`config.mk`:
```
export PLATFORM = sky130hd
export DESIGN_NAME = imm_gen_pipe
export DESIGN_NICKNAME = d
export VERILOG_FILES = /design/src/rtl/imm_gen_pipe.sv
export SDC_FILE = /design/constraint.sdc
export NUM_CORES = 1
export LEC_CHECK = 0
export ABC_AREA = 1
export BUFFER_PORTS_ARGS = -buffer_cell sky130_fd_sc_hd__buf_2
export CAP_MARGIN = 20
export CORE_MARGIN = 2
export CORE_UTILIZATION = 35
export DETAILED_ROUTE_END_ITERATION = 12
export SLEW_MARGIN = 15
export SYNTH_ARGS = -nofsm -noshare
export SYNTH_HDL_FRONTEND = slang
export SYNTH_SLANG_ARGS = --single-unit
```
`constraint.sdc`:
```
create_clock -name clk -period 6.2 [get_ports clk]
set_clock_uncertainty 0.2 [all_clocks]
set_input_delay 0.31 -clock clk [delete_from_list [all_inputs] [get_ports clk]]
set_output_delay 0.31 -clock clk [all_outputs]
set_load 0.02 [all_outputs]
```
`src/rtl/imm_gen_pipe.sv`:
```
// imm_gen_pipe: pipelined RISC-V immediate generator with valid/ready handshake.
// Decodes the immediate format from opcode/funct3 and holds results in a two-entry
// buffer (output register O plus skid register S). This gives full throughput under
// backpressure while in_ready depends only on registered state and rst.
module imm_gen_pipe #(
  parameter int unsigned XLEN  = 32,
  parameter int unsigned TAG_W = 32
) (
  input  logic             clk,
  input  logic             rst,
  input  logic             in_valid,
  output logic             in_ready,
  input  logic [31:0]      in_instr,
  input  logic [TAG_W-1:0] in_tag,
  input  logic             flush,
  output logic             out_valid,
  input  logic             out_ready,
  output logic [XLEN-1:0]  out_imm,
  output logic [2:0]       out_fmt,
  output logic             out_illegal,
  output logic [TAG_W-1:0] out_tag
);

  localparam bit Rv64 = (XLEN == 64);

  // Opcodes
  localparam logic [6:0] OpLoad   = 7'b0000011;
  localparam logic [6:0] OpFence  = 7'b0001111;
  localparam logic [6:0] OpImm    = 7'b0010011;
  localparam logic [6:0] OpAuipc  = 7'b0010111;
  localparam logic [6:0] OpImm32  = 7'b0011011;
  localparam logic [6:0] OpStore  = 7'b0100011;
  localparam logic [6:0] OpReg    = 7'b0110011;
  localparam logic [6:0] OpLui    = 7'b0110111;
  localparam logic [6:0] OpReg32  = 7'b0111011;
  localparam logic [6:0] OpBranch = 7'b1100011;
  localparam logic [6:0] OpJalr   = 7'b1100111;
  localparam logic [6:0] OpJal    = 7'b1101111;
  localparam logic [6:0] OpSystem = 7'b1110011;

  // Format codes
  localparam logic [2:0] FmtI     = 3'b000;
  localparam logic [2:0] FmtU     = 3'b001;
  localparam logic [2:0] FmtJ     = 3'b010;
  localparam logic [2:0] FmtB     = 3'b011;
  localparam logic [2:0] FmtShamt = 3'b100;
  localparam logic [2:0] FmtNone  = 3'b101;
  localparam logic [2:0] FmtS     = 3'b111;

  typedef struct packed {
    logic [XLEN-1:0]  imm;
    logic [2:0]       fmt;
    logic             ill;
    logic [TAG_W-1:0] tag;
  } entry_t;

  localparam entry_t EntryRst = '{imm: '0, fmt: FmtNone, ill: 1'b0, tag: '0};

  // Field extraction and sign-extended immediate candidates
  logic [6:0]      w_opcode;
  logic [2:0]      w_funct3;
  logic            w_is_shift;
  logic [XLEN-1:0] w_imm_i;
  logic [XLEN-1:0] w_imm_s;
  logic [XLEN-1:0] w_imm_b;
  logic [XLEN-1:0] w_imm_j;
  logic [XLEN-1:0] w_imm_u;
  logic [XLEN-1:0] w_shamt5;
  logic [XLEN-1:0] w_shamt6;

  assign w_opcode   = in_instr[6:0];
  assign w_funct3   = in_instr[14:12];
  assign w_is_shift = (w_funct3 == 3'b001) || (w_funct3 == 3'b101);

  assign w_imm_i  = XLEN'($signed(in_instr[31:20]));
  assign w_imm_s  = XLEN'($signed({in_instr[31:25], in_instr[11:7]}));
  assign w_imm_b  = XLEN'($signed({in_instr[31], in_instr[7], in_instr[30:25],
                                   in_instr[11:8], 1'b0}));
  assign w_imm_j  = XLEN'($signed({in_instr[31], in_instr[19:12], in_instr[20],
                                   in_instr[30:21], 1'b0}));
  assign w_imm_u  = XLEN'($signed({in_instr[31:12], 12'b0}));
  assign w_shamt5 = {{(XLEN-5){1'b0}}, in_instr[24:20]};
  assign w_shamt6 = {{(XLEN-6){1'b0}}, in_instr[25:20]};

  // Decoded result for the instruction currently on in_instr
  entry_t w_dec;

  // Format decode and immediate selection
  always_comb begin
    w_dec.imm = '0;
    w_dec.fmt = FmtNone;
    w_dec.ill = 1'b0;
    w_dec.tag = in_tag;
    case (w_opcode)
      OpLoad, OpJalr, OpFence, OpSystem: begin
        w_dec.fmt = FmtI;
        w_dec.imm = w_imm_i;
      end
      OpImm: begin
        if (w_is_shift) begin
          w_dec.fmt = FmtShamt;
          if (Rv64) begin
            w_dec.imm = w_shamt6;
          end else begin
            w_dec.imm = w_shamt5;
            w_dec.ill = in_instr[25];
          end
        end else begin
          w_dec.fmt = FmtI;
          w_dec.imm = w_imm_i;
        end
      end
      OpImm32: begin
        if (w_is_shift) begin
          w_dec.fmt = FmtShamt;
          w_dec.imm = w_shamt5;
          w_dec.ill = in_instr[25];
        end else begin
          w_dec.fmt = FmtI;
          w_dec.imm = w_imm_i;
        end
        // Word ops only exist on RV64
        if (!Rv64) w_dec.ill = 1'b1;
      end
      OpStore: begin
        w_dec.fmt = FmtS;
        w_dec.imm = w_imm_s;
      end
      OpBranch: begin
        w_dec.fmt = FmtB;
        w_dec.imm = w_imm_b;
      end
      OpLui, OpAuipc: begin
        w_dec.fmt = FmtU;
        w_dec.imm = w_imm_u;
      end
      OpJal: begin
        w_dec.fmt = FmtJ;
        w_dec.imm = w_imm_j;
      end
      OpReg: begin
        w_dec.fmt = FmtNone;
      end
      OpReg32: begin
        w_dec.fmt = FmtNone;
        if (!Rv64) w_dec.ill = 1'b1;
      end
      default: begin
        w_dec.fmt = FmtNone;
        w_dec.ill = 1'b1;
      end
    endcase
  end

  // Buffer state: O drives the outputs, S catches one entry while O is stalled
  entry_t r_o;
  entry_t r_s;
  logic   r_o_valid;
  logic   r_s_valid;

  entry_t w_o_nxt;
  entry_t w_s_nxt;
  logic   w_o_valid_nxt;
  logic   w_s_valid_nxt;
  logic   w_accept;
  logic   w_o_load;
  logic   w_s_load;

  assign in_ready = !rst && !r_s_valid;
  assign w_accept = in_valid && in_ready && !flush;
  assign w_o_load = !r_o_valid || out_ready;
  // O valid and stalled implies O is not loading this cycle
  assign w_s_load = w_accept && r_o_valid && !out_ready;

  // Next-state for O and S: S drains into O first to keep FIFO order
  always_comb begin
    w_o_nxt       = r_o;
    w_s_nxt       = r_s;
    w_o_valid_nxt = r_o_valid;
    w_s_valid_nxt = r_s_valid;
    if (flush) begin
      w_o_valid_nxt = 1'b0;
      w_s_valid_nxt = 1'b0;
    end else begin
      if (w_o_load) begin
        if (r_s_valid) begin
          w_o_nxt       = r_s;
          w_o_valid_nxt = 1'b1;
          w_s_valid_nxt = 1'b0;
        end else if (w_accept) begin
          w_o_nxt       = w_dec;
          w_o_valid_nxt = 1'b1;
        end else begin
          w_o_valid_nxt = 1'b0;
        end
      end
      if (w_s_load) begin
        w_s_nxt       = w_dec;
        w_s_valid_nxt = 1'b1;
      end
    end
  end

  // Buffer registers with asynchronous reset
  always_ff @(posedge clk or posedge rst) begin
    if (rst) begin
      r_o       <= EntryRst;
      r_s       <= EntryRst;
      r_o_valid <= 1'b0;
      r_s_valid <= 1'b0;
    end else begin
      r_o       <= w_o_nxt;
      r_s       <= w_s_nxt;
      r_o_valid <= w_o_valid_nxt;
      r_s_valid <= w_s_valid_nxt;
    end
  end

  assign out_valid   = r_o_valid;
  assign out_imm     = r_o.imm;
  assign out_fmt     = r_o.fmt;
  assign out_illegal = r_o.ill;
  assign out_tag     = r_o.tag;

endmodule

```
==> flow_summary.ini <==
[logic_synthesis]
yosys.area.top_type = dfrtp_1
avgSynthCellArea_sq_um = 7.721
synth_area_leaders = dfrtp_1 (47%), nand2_1 (14%), o21ai_0 (7.2%), nor2_1 (5.7%), nand3_1 (3.8%)
synth_area_sq_um = 7064
synth_seq_cells = 138
netlist.area_leader.share_pct = 47.47
syn_inst = 915
ys_seq_area_share_pct = 48.96
yosysWarnings = 0
synth_nets = 984
synth.distinct_cells = 27

[sta]
setup_violations = 0
setup_tns_ns = 0
relSlewSlack_pct = 41.12
rsz0062_at_grt = no
report.final.slew_viol_count = 0
period_needed_ns = 3.160
worst_pin_slew_ns = 0.8833
max_freq_mhz = 316.4
hold_viol_final = 0
finalCritPeriodShare_pct = 50.97
worst_slack_ns = 3.040

[finish]
instances_no_fill = 1330
area_delta_synth_final_pct = 23.38
drive_gt1_share_pct = 22.16
seq_area_sq_um = 3458
multi_input_area_sq_um = 3007
num-fill-cells = 2043
layout.nets = 1121
num_antenna_cells = 0

[die]
rows = 51
dieArea_sq_um = 21340
start_util_pct = 35.94
dieHeight_um = 146.1
fp.dieW_um = 146.1
core_sq_um = 19650
design.portCount = 139

[worst_setup_path]
required_ns = 6.36
start_kind = register
crit_path_frequent_cell = nand2_1
crit_fanout = 87
cp_slowest_cell = dfrtp_1
cp_num_buf_inv = 2
crit_chain = inv_4 -> nand2_1 -> nand3_4 -> buf_4 -> a21oi_1 -> nand2_1 -> nand2_1
critPathCaptureType = register
arrival_ns = 3.32
slowest_delay_ns = 0.71
critical-path-top-delay-family = simple AND/OR/NAND/NOR gates
criticalPathCategory = register to register

[placed_design]
portBuffers = 138
gp_routability_congestion = 0.8377
dp_cells = 1265
dpl.hpwl_um = 11440
dpl_worst_slack_ns = 3.026

[power_and_ir_drop]
p_leak_nw = 4.932
ir_drop_v = 0.0001481
p_per_area_nw_per_um2 = 290.2

[route]
drt_first_pass_iters = 6
wl_um = 18100
detail_route.iter0.violations = 381
postRouteAntennaNets = 0
wl_per_cell_um = 13.61
vias_per_cell = 4.700
vias = 6251
drcViolationCount = 0

[clock_network]
clock-sinks = 138
cts_setup_buffers = 0
clk_latency_ns = 0.42
cts_resized = 0
cts_buffers = 17
clk_pin_slew_worst_paths_ns = 0.06
cts_buffer_depth = 2
ctsHoldBuffers = 32
cts-root-buf = clkbuf_16
cts_tree = yes
htree_levels = 4

[flow_run]
cap_violations = 0

[min_path]
hp-class = input port to register

[grt]
grt_pass1_vias = 5787
antenna_found_initial = 0
grt_max_degree = 88
grt_overflow = 0
track_usage_pct = 17.35
grt_pass1_wl_um = 29900

[outcome]
status = finished, final reports clean
## metal layers
layer	share of wire [%]	global-route usage (%)	wire length [um]	vias up
met5	0	0	0	-
met1	51	25.56	9240	2871
met4	1.1	5.728	197	0
met3	4.6	3.562	840	14
met2	43	25.50	7826	153
li1	-	-	-	3213
## sequential cells by signal (all words and copies together) (netlist names)
| name | flops |
|---|---|
| r_s_valid | 1 |
| out_fmt | 3 |
| out_valid | 1 |
| r_s | 68 |
| out_illegal | 1 |
| out_tag | 32 |
| out_imm | 32 |
## metrics by stage
stage	power, W	area, sq um	util [%]	hold slack (ns)
global placement	0.001554	7807	39.73	0.2619
global route	0.002668	8716	44.35	0.02614
detailed placement	0.001564	7807	39.73	0.2606
floorplan	0.001415	7064	-	0.2479
CTS	0.002556	8688	44.21	0.0004815
finish	0.002530	8716	44.35	0.02029
## cells in the final DEF (no fill, tap or decap), drive strengths merged
cell type	n
a21oi	30
a31oi	23
buf	143
bufinv	1
clkbuf	19
clkinv	7
clkinvlp	2
dfrtp	134
dfstp	4
dlygate4sd3	32
inv	78
nand2	273
nand3	74
nand4	11
nor2	118
nor3	1
o21ai	114
or2	1
## synth_stat cells
| cell | number |
|---|---|
| nand3_1 | 54 |
| clkbuf_1 | 19 |
| nor2_4 | 4 |
| or2_0 | 1 |
| nand2_2 | 8 |
| o21ai_1 | 12 |
| inv_2 | 6 |
| buf_2 | 27 |
| nand2_4 | 2 |
| buf_6 | 6 |
| nand4_1 | 11 |
| a31oi_1 | 23 |
| nand2_1 | 263 |
| dfrtp_1 | 134 |
| buf_12 | 2 |
| nand3_2 | 20 |
| dfstp_2 | 4 |
| inv_1 | 68 |
| nor3_2 | 1 |
| nor2_2 | 6 |
| a21oi_2 | 7 |
| a21oi_1 | 23 |
| buf_4 | 1 |
| clkinv_2 | 1 |
| buf_1 | 2 |
| o21ai_0 | 102 |
| nor2_1 | 108 |
## worst register-to-register path, cell delays in order, from the launching register on
cell,delay (ns)
dfrtp_1,0.71
inv_4,0.36
nand2_1,0.22
nand3_4,0.66
buf_4,0.60
a21oi_1,0.22
nand2_1,0.07
nand2_1,0.06
## power by group
group | switching [W] | internal, W
clock network | 0.000404 | 0.000565
registers | 0.0000773 | 0.00106
logic | 0.000264 | 0.000159
## layout make-up
type	instances	area share [%]
sequential	138	39.68
multi-input combinational	645	34.50
timing repair buffer	175	12.26
clock buffer	19	5.082
tap	265	3.804
inverter	75	3.330
clock inverter	13	1.349
## worst paths after layout
path                            depth (start not counted)  slack [ns]          end    startpoint
worst max-delay path                                    7        3.04   out_imm[3]     r_s_valid
worst min-delay path                                    3        0.02      r_s[36]  in_instr[20]
worst max register to register                          7        3.04   out_imm[3]     r_s_valid
worst min register to register                          2        0.27  out_imm[28]   out_imm[28]
max in group asynchronous                               4        4.17      r_s[61]           rst
min in group asynchronous                               3        0.45      r_s[23]           rst
## cell families after synthesis
family / count (synthesis) / synth area share (%)
compound gates: 167 / 12.61
simple gates: 478 / 29.77
flops: 138 / 48.96
buf+inv: 132 / 8.661
Note: power is estimated with default switching activity, not from simulation.
